===== src/rtl/syn_fifo_pkg.sv =====
// ============================================================================
// Module   : syn_fifo_pkg
// Purpose  : Width helpers and error-flag type shared by the syn_fifo blocks.
// Revision : 1.0
// ============================================================================
`default_nettype none

package syn_fifo_pkg;

    function automatic int ptr_width(input int depth);
        return (depth > 1) ? $clog2(depth) : 1;
    endfunction

    // One extra bit so the count can represent DEPTH itself.
    function automatic int cnt_width(input int depth);
        return $clog2(depth) + 1;
    endfunction

    typedef struct packed {
        logic overflow;
        logic underflow;
    } err_flags_t;

endpackage

`default_nettype wire


===== src/rtl/syn_fifo_mem.sv =====
// ============================================================================
// Module   : syn_fifo_mem
// Purpose  : DATA_WIDTH x DEPTH register array, sync write, async read.
// Revision : 1.0
// ============================================================================
`default_nettype none

module syn_fifo_mem #(
    parameter int DATA_WIDTH = 8,
    parameter int DEPTH      = 8,
    parameter int ADDR_WIDTH = 3
) (
    input  logic                  clk,
    input  logic                  we,
    input  logic [ADDR_WIDTH-1:0] waddr,
    input  logic [DATA_WIDTH-1:0] wdata,
    input  logic [ADDR_WIDTH-1:0] raddr,
    output logic [DATA_WIDTH-1:0] rdata
);

    // Storage is deliberately left out of reset.
    logic [DATA_WIDTH-1:0] r_mem [DEPTH];

    always_ff @(posedge clk) begin
        if (we) begin
            r_mem[waddr] <= wdata;
        end
    end

    assign rdata = r_mem[raddr];

endmodule

`default_nettype wire


===== src/rtl/syn_fifo_param.sv =====
// ============================================================================
// Module   : syn_fifo_param
// Purpose  : Single-clock FIFO with occupancy count, threshold flags, sticky
//            errors; SYN_FIFO_FWFT_EN selects first-word-fall-through reads.
// Revision : 1.0
// ============================================================================
`default_nettype none

module syn_fifo_param
    import syn_fifo_pkg::*;
#(
    parameter int DATA_WIDTH = 8,
    parameter int DEPTH      = 8,
    parameter int AF_LEVEL   = DEPTH - 2,
    parameter int AE_LEVEL   = 2
) (
    input  logic                  clk,
    input  logic                  clr_n,
    input  logic                  w_en,
    input  logic [DATA_WIDTH-1:0] data_in,
    input  logic                  r_en,
    input  logic                  err_clr,
    output logic [DATA_WIDTH-1:0] data_out,
    output logic                  full,
    output logic                  empty,
    output logic                  almost_full,
    output logic                  almost_empty,
    output logic [$clog2(DEPTH):0] count,
    output logic                  overflow,
    output logic                  underflow
);

    localparam int C_PTR_W = ptr_width(DEPTH);
    localparam int C_CNT_W = cnt_width(DEPTH);

    logic [C_PTR_W-1:0]    r_w_ptr;
    logic [C_PTR_W-1:0]    r_r_ptr;
    logic [C_CNT_W-1:0]    r_count;
    err_flags_t            r_err;
    logic                  w_wa;
    logic                  w_ra;
    logic [DATA_WIDTH-1:0] w_rdata;

    // Flags come only from the registered count, keeping request inputs off
    // every output path.
    assign full         = (r_count == C_CNT_W'(DEPTH));
    assign empty        = (r_count == '0);
    assign almost_full  = (r_count >= C_CNT_W'(AF_LEVEL));
    assign almost_empty = (r_count <= C_CNT_W'(AE_LEVEL));
    assign count        = r_count;
    assign overflow     = r_err.overflow;
    assign underflow    = r_err.underflow;

    assign w_wa = w_en && !full;
    assign w_ra = r_en && !empty;

    always_ff @(posedge clk or negedge clr_n) begin
        if (!clr_n) begin
            r_w_ptr <= '0;
            r_r_ptr <= '0;
            r_count <= '0;
        end else begin
            if (w_wa) begin
                r_w_ptr <= r_w_ptr + C_PTR_W'(1);
            end
            if (w_ra) begin
                r_r_ptr <= r_r_ptr + C_PTR_W'(1);
            end
            if (w_wa && !w_ra) begin
                r_count <= r_count + C_CNT_W'(1);
            end else if (!w_wa && w_ra) begin
                r_count <= r_count - C_CNT_W'(1);
            end
        end
    end

    // A new error in the same cycle as err_clr keeps the flag set.
    always_ff @(posedge clk or negedge clr_n) begin
        if (!clr_n) begin
            r_err <= '0;
        end else begin
            if (w_en && full) begin
                r_err.overflow <= 1'b1;
            end else if (err_clr) begin
                r_err.overflow <= 1'b0;
            end
            if (r_en && empty) begin
                r_err.underflow <= 1'b1;
            end else if (err_clr) begin
                r_err.underflow <= 1'b0;
            end
        end
    end

    syn_fifo_mem #(
        .DATA_WIDTH (DATA_WIDTH),
        .DEPTH      (DEPTH),
        .ADDR_WIDTH (C_PTR_W)
    ) u_mem (
        .clk   (clk),
        .we    (w_wa),
        .waddr (r_w_ptr),
        .wdata (data_in),
        .raddr (r_r_ptr),
        .rdata (w_rdata)
    );

`ifdef SYN_FIFO_FWFT_EN
    assign data_out = empty ? '0 : w_rdata;
`else
    logic [DATA_WIDTH-1:0] r_data_out;

    always_ff @(posedge clk or negedge clr_n) begin
        if (!clr_n) begin
            r_data_out <= '0;
        end else if (w_ra) begin
            r_data_out <= w_rdata;
        end
    end

    assign data_out = r_data_out;
`endif

endmodule

`default_nettype wire


===== config.mk =====
export PLATFORM = sky130hd
export DESIGN_NAME = syn_fifo_param
export DESIGN_NICKNAME = d
export VERILOG_FILES = /design/src/rtl/syn_fifo_pkg.sv /design/src/rtl/syn_fifo_mem.sv /design/src/rtl/syn_fifo_param.sv
export SDC_FILE = /design/constraint.sdc
export NUM_CORES = 1
export LEC_CHECK = 0
export ABC_AREA = 1
export BUFFER_PORTS_ARGS = -buffer_cell sky130_fd_sc_hd__buf_2
export CAP_MARGIN = 15
export CORE_UTILIZATION = 45
export DETAILED_ROUTE_END_ITERATION = 12
export PLACE_DENSITY_LB_ADDON = 0.05
export SYNTH_ARGS = -nofsm -noshare
export SYNTH_HDL_FRONTEND = slang
export SYNTH_SLANG_ARGS = --single-unit

===== constraint.sdc =====
create_clock -name clk -period 6.4 [get_ports clk]
set_input_delay 1.28 -clock clk [delete_from_list [all_inputs] [get_ports clk]]
set_output_delay 1.28 -clock clk [all_outputs]
set_load 0.01 [all_outputs]

## After elaboration in Yosys (flattened, before gate mapping)

Memories as Yosys holds them, arrays and structs flattened. A register that Yosys moved wholly into a read port is not among the register bits.
Cells that the tools add are included.

| storage, ports and cells | value |
|---|---|
| register bits after elaboration | 12 |
| bits in writable memories | 64 |
| bits of input ports | 13 |
| output and inout port bits | 18 |
| word-level logic and storage cells | 35 |
| memories | 1 |

Memory list:

| name | depth | width | rd ports | clocked after memory_dff | write ports | line | text |
|---|---|---|---|---|---|---|---|
| u_mem.r_mem | 8 | 8 | 1 | 1 | 1 | syn_fifo_mem.sv:22 | `logic [DATA_WIDTH-1:0] r_mem [DEPTH];` |

| operators by class | value |
|---|---|
| $add $sub $neg | 4 |
| order comparisons | 2 |
| equal/unequal tests | 1 |
| multiplexer cells | 7 |
| reduce and logical (&&, ||, !) cells | 15 |

Operators with widths:

| operator | count |
|---|---|
| $mux 4 | 2 |
| $add 3x1->3 const B | 2 |
| $logic_and 1x1->1 | 6 |
| $reduce_bool 2->1 | 3 |
| $logic_not 1->1 | 5 |
| $mux 1 | 5 |
| $add 4x1->4 const B | 1 |
| $eq 4x4->1 const B | 1 |
| $ge 4x3->1 const B | 1 |
| $le 4x2->1 const B | 1 |
| $logic_not 4->1 | 1 |
| $sub 4x1->4 const B | 1 |

## Depth between registers and ports, before layout

| logic depth | value |
|---|---|
| word-level depth | 7 |
| depth in mapped cells | 14 |
| depth with buffers taken out | 14 |

## Modules after synthesis

From an unflattened synthesis, not the netlist that was laid out.

| unflattened totals | value |
|---|---|
| cells, all modules | 408 |
| area total of the unflattened synthesis | 3875.0 sq um |

By module, submodules not included:

| module | instances | cells an instance | area each (sq um) | sequential area each (sq um) |
|---|---|---|---|---|
| syn_fifo_mem | 1 | 295 | 2890.3 | 1921.8 |
| syn_fifo_param | 1 | 113 | 984.7 | 500.5 |

## Worst setup path after synthesis

OpenSTA, ideal clock, no wires.

| timing | value |
|---|---|
| path kind | input to register |
| start | in r_en |
| end | reg r_count[3] (netlist: count[3]) |
| setup time | 0.116 ns |
| arrival | 2.518 ns |
| required time | 6.284 ns |
| path slack | 3.766 ns |
| stages | 10 |
| buffers on the path | 1 |
| cell sequence | nand2_2 buf_6 ha_1 inv_1 ha_1 or2_2 nand3_1 nand2_1 nand2_1 nand2_1 |

| on the way | value |
|---|---|
| word-level cells in the longest chain between the ends | 4 |
| elaborated cells on any way between the ends | 6 |
| classes of those cells | 1 x mux; 5 x reduce/logical |

Ends and longest elaborated chain:

| what | line | text |
|---|---|---|
| from (decl) | syn_fifo_param.sv:21 | `input logic r_en,` |
| $logic_and 1x1->1 (*) | syn_fifo_param.sv:55 | `assign w_ra = r_en && !empty;` |
| $logic_not 1->1 | syn_fifo_param.sv:69 | `if (w_wa && !w_ra) begin` |
| $logic_and 1x1->1 | syn_fifo_param.sv:69 |  |
| $mux 4 or $reduce_bool 2->1 (tied branches) | -- |  |
| to (signal assigned) | syn_fifo_param.sv:70 | `r_count <= r_count + C_CNT_W'(1);` |
| to (signal assigned) | syn_fifo_param.sv:72 | `r_count <= r_count - C_CNT_W'(1);` |
| to (decl) | syn_fifo_param.sv:38 | `logic [C_CNT_W-1:0] r_count;` |

Mark *: on every way between the ends. The rest lies on a longest branch, timed or not.
A chain may end at the register's enable or synchronous reset.

## Worst setup path after layout

| timing | value |
|---|---|
| start | reg r_count[0] (netlist: count[0]) |
| end | out full |

| on the way | value |
|---|---|
| word-level cells in the longest chain between the ends | 1 |

Ends and longest elaborated chain:

| what | line | text |
|---|---|---|
| $eq 4x4->1 | syn_fifo_param.sv:46 | `assign full = (r_count == C_CNT_W'(DEPTH));` |
| to (decl) | syn_fifo_param.sv:24 | `output logic full,` |

Every way passes these cells.

==> results.py <==
metrics = {
    "job": {
        "max-cap-violations": 0,
    },
    "place": {
        "post-dp-hpwl_mm": 5.52,
        "gp_congestion": 0.938,
        "port_buffers": 30,
    },
    "drt": {
        "drtIter0Drc": 150,
        "wl_mm": 8.08,
        "vias_per_cell": 4.83,
        "antenna_left": 0,
        "drc": 0,
        "vias": 2449,
        "wire_per_inst_um": 15.9,
        "first_pass_iters": 4,
    },
    "clock_tree": {
        "cts.path.max_buffers": 2,
        "cts_setup_buffers": 0,
        "cts_resized": 0,
        "insertion_delay_ps": 360,
        "cts_tree": "built",
        "cts-root-buf": "clkbuf_8",
        "clock-sinks": 84,
        "cts.clk_slew.worst_paths_ps": 80,
        "cts_hold_buffers": 0,
        "htree_levels": 3,
        "cts_buffers": 9,
    },
    "critical_path": {
        "crit_fanout": 6,
        "cp-end-kind": "output pin",
        "critPathKind": "reg2out",
        "cp_data_required_time_ps": 5120,
        "cp-start-kind": "register",
        "worstPathArrival_ps": 1310,
    },
    "global_routing": {
        "grt_pass1_wl_mm": 12.5,
        "antenna_found_initial": 0,
        "grt_pass1_vias": 2276,
        "overflow": 0,
        "grt_most_used_layer": "met2",
        "use_met1": 0.281,
        "grt_max_degree": 35,
        "global_route.usage.met3": 0.0374,
        "grt_util_met2": 0.311,
        "grtUsageTotal": 0.205,
    },
    "floorplanning": {
        "fp.dieArea_mm2": 0.00868,
        "initial_core_util": 0.474,
        "die_w_um": 93.2,
        "core_area_mm2": 0.00789,
        "io_pins": 31,
        "row_count": 32,
        "fp.dieH_um": 93.2,
    },
    "yosys": {
        "synthAdderAreaFrac": 0.0221,
        "seq_area_frac_synth": 0.648,
        "synth_edf_count": 64,
        "ys.flop_type": "edfxtp_1",
        "syn_nets": 390,
        "yosys-top-cells-area": "edfxtp_1, dfrtp_1, nand2_1",
        "yosysMostFrequentCell": "nand2_1",
        "synth-simple-area-share": 0.220,
        "syn-cell-area_mm2": 0.00374,
        "synth.cells.most_frequent": "nand2_1, edfxtp_1, inv_1",
        "synth_compound_area_frac": 0.00669,
        "netlist_instances": 371,
        "synth-xor-area-share": 0.0117,
        "synth_mux_area_frac": 0,
        "avgSynthCellArea_um2": 10.1,
        "synth_top_cell_area_share": 0.514,
        "synth_top_area_cell": "edfxtp_1",
        "async_reset_ff_frac": 0.238,
        "synth-warning-count": 0,
        "synth_cell_type_count": 24,
        "ys_ff_latch": 84,
        "synth_top_family_by_area": "simple AND/OR/NAND/NOR gates",
    },
    "pwr": {
        "p_leak_uw": 0.00192,
        "p_sw_uw": 719,
        "comb_power_share": 0.357,
        "p_per_area_mw_per_mm2": 446,
        "clock_power_share": 0.204,
        "p_seq_frac": 0.440,
        "switching_share": 0.389,
        "internal_power_uw": 1130,
        "fin_total_pwr_uw": 1850,
        "max-vdd-ir-drop_mv": 0.154,
    },
    "timing": {
        "fin_setup_tns_ps": 0,
        "finalCritPeriodShare": 0.405,
        "max_freq_ghz": 0.386,
        "drv_slew": 0,
        "relSlewSlack": 0.532,
        "grt_setup_unrepaired": "no",
        "finClkSkew_ps": 8.45,
        "min_period_ps": 2590,
        "tightest_slew_ps": 702,
        "hold_viol_final": 0,
        "setup_violations": 0,
    },
    "layout": {
        "n_antenna_cell": 0,
        "final_net_count": 419,
        "drive_gt1_frac": 0.151,
        "syn_to_final_growth_pct": 10.8,
    },
    "hold_path": {
        "hold_class": "reg2reg",
    },
    "run_status": {
        "status": "completed",
    },
}
cells in the final DEF, fill, tap and decap left out:
cell type | Yosys | final
nand2_1 | 125 | 125
edfxtp_1 | 64 | 64
inv_1 | 59 | 59
nand3_1 | 50 | 50
buf_2 | 3 | 30
dfrtp_1 | 20 | 20
nor2_1 | 9 | 9
clkbuf_8 | 0 | 9
ha_1 | 5 | 5
nor2_2 | 4 | 4
o21ai_0 | 4 | 4
nand2_2 | 3 | 3
xor2_1 | 3 | 3
inv_2 | 2 | 2
xnor2_1 | 2 | 2
inv_4 | 2 | 2
inv_6 | 0 | 2
clkinv_2 | 0 | 2
nand3_2 | 1 | 1
or2_4 | 1 | 1
clkinv_1 | 1 | 1
o21ai_1 | 1 | 1
or2_2 | 1 | 1
fa_1 | 1 | 1
clkinv_4 | 0 | 1
bufinv_16 | 0 | 1
clkinvlp_4 | 0 | 1
buf_16 | 0 | 1
stage by stage:
stage	hold slack (ps)	area [um2]	utilization	setup WS, ps	instances
after CTS	484	4120	0.522	3790	506
after global routing	517	4140	0.525	3710	507
after detailed placement	463	3920	0.497	3530	490
final	480	4140	0.525	3810	507
after floorplan	482	3740	-	3770	371
after global placement	460	3920	0.497	3550	490
cell type report:
cell class	instances	area (um2)
Clock inverter	7	73.8
Fill cell	737	3740
Timing Repair Buffer	31	178
Tap cell	102	128
Inverter	64	245
Multi-Input combinational cell	210	973
Clock buffer	9	124
Sequential cell	84	2420
flip-flops by register name, summed over array words and instances (netlist names):
register     flops
data_out         8
r_r_ptr          3
count            4
r_w_ptr          3
overflow         1
underflow        1
u_mem.r_mem     64
routing by layer:
layer	wire length, um	up-vias
met1	3900	1144
met2	3670	60
li1	-	1228
met4	222	0
met3	289	17
met5	0	-
critical path, cell delays in order (launching register included):
cell	delay, ps
dfrtp_1	480
nor2_2	190
nand3_2	90
inv_1	80
buf_2	120
power by group through the flow:
stage	logic (uW)	registers [uW]	clock network, uW
2_1_floorplan	495	799	0
3_3_place_gp	617	848	0
3_5_place_dp	620	850	0
4_1_cts	623	838	386
5_1_grt	759	829	402
6_report	659	813	377
logic make-up after synthesis:
| group | Yosys count |
|---|---|
| fa+ha+maj | 6 |
| simple gates | 194 |
| xor+xnor | 5 |
| flops | 84 |
| compound gates | 5 |
| buf+inv | 77 |
path summary, 6_finish.rpt:
kind	start	cells after the start	slack [ps]	endpoint
hold reg to reg	data_out[4]	2	480	data_out[4]
hold / removal	data_out[4]	2	480	data_out[4]
setup reg to reg	count[0]	11	4190	count[3]
setup / recovery	count[0]	4	3810	full
min in group asynchronous	clr_n	1	860	r_r_ptr[0]
max in group asynchronous	clr_n	1	5220	underflow
(Power assumes the default switching activity.)
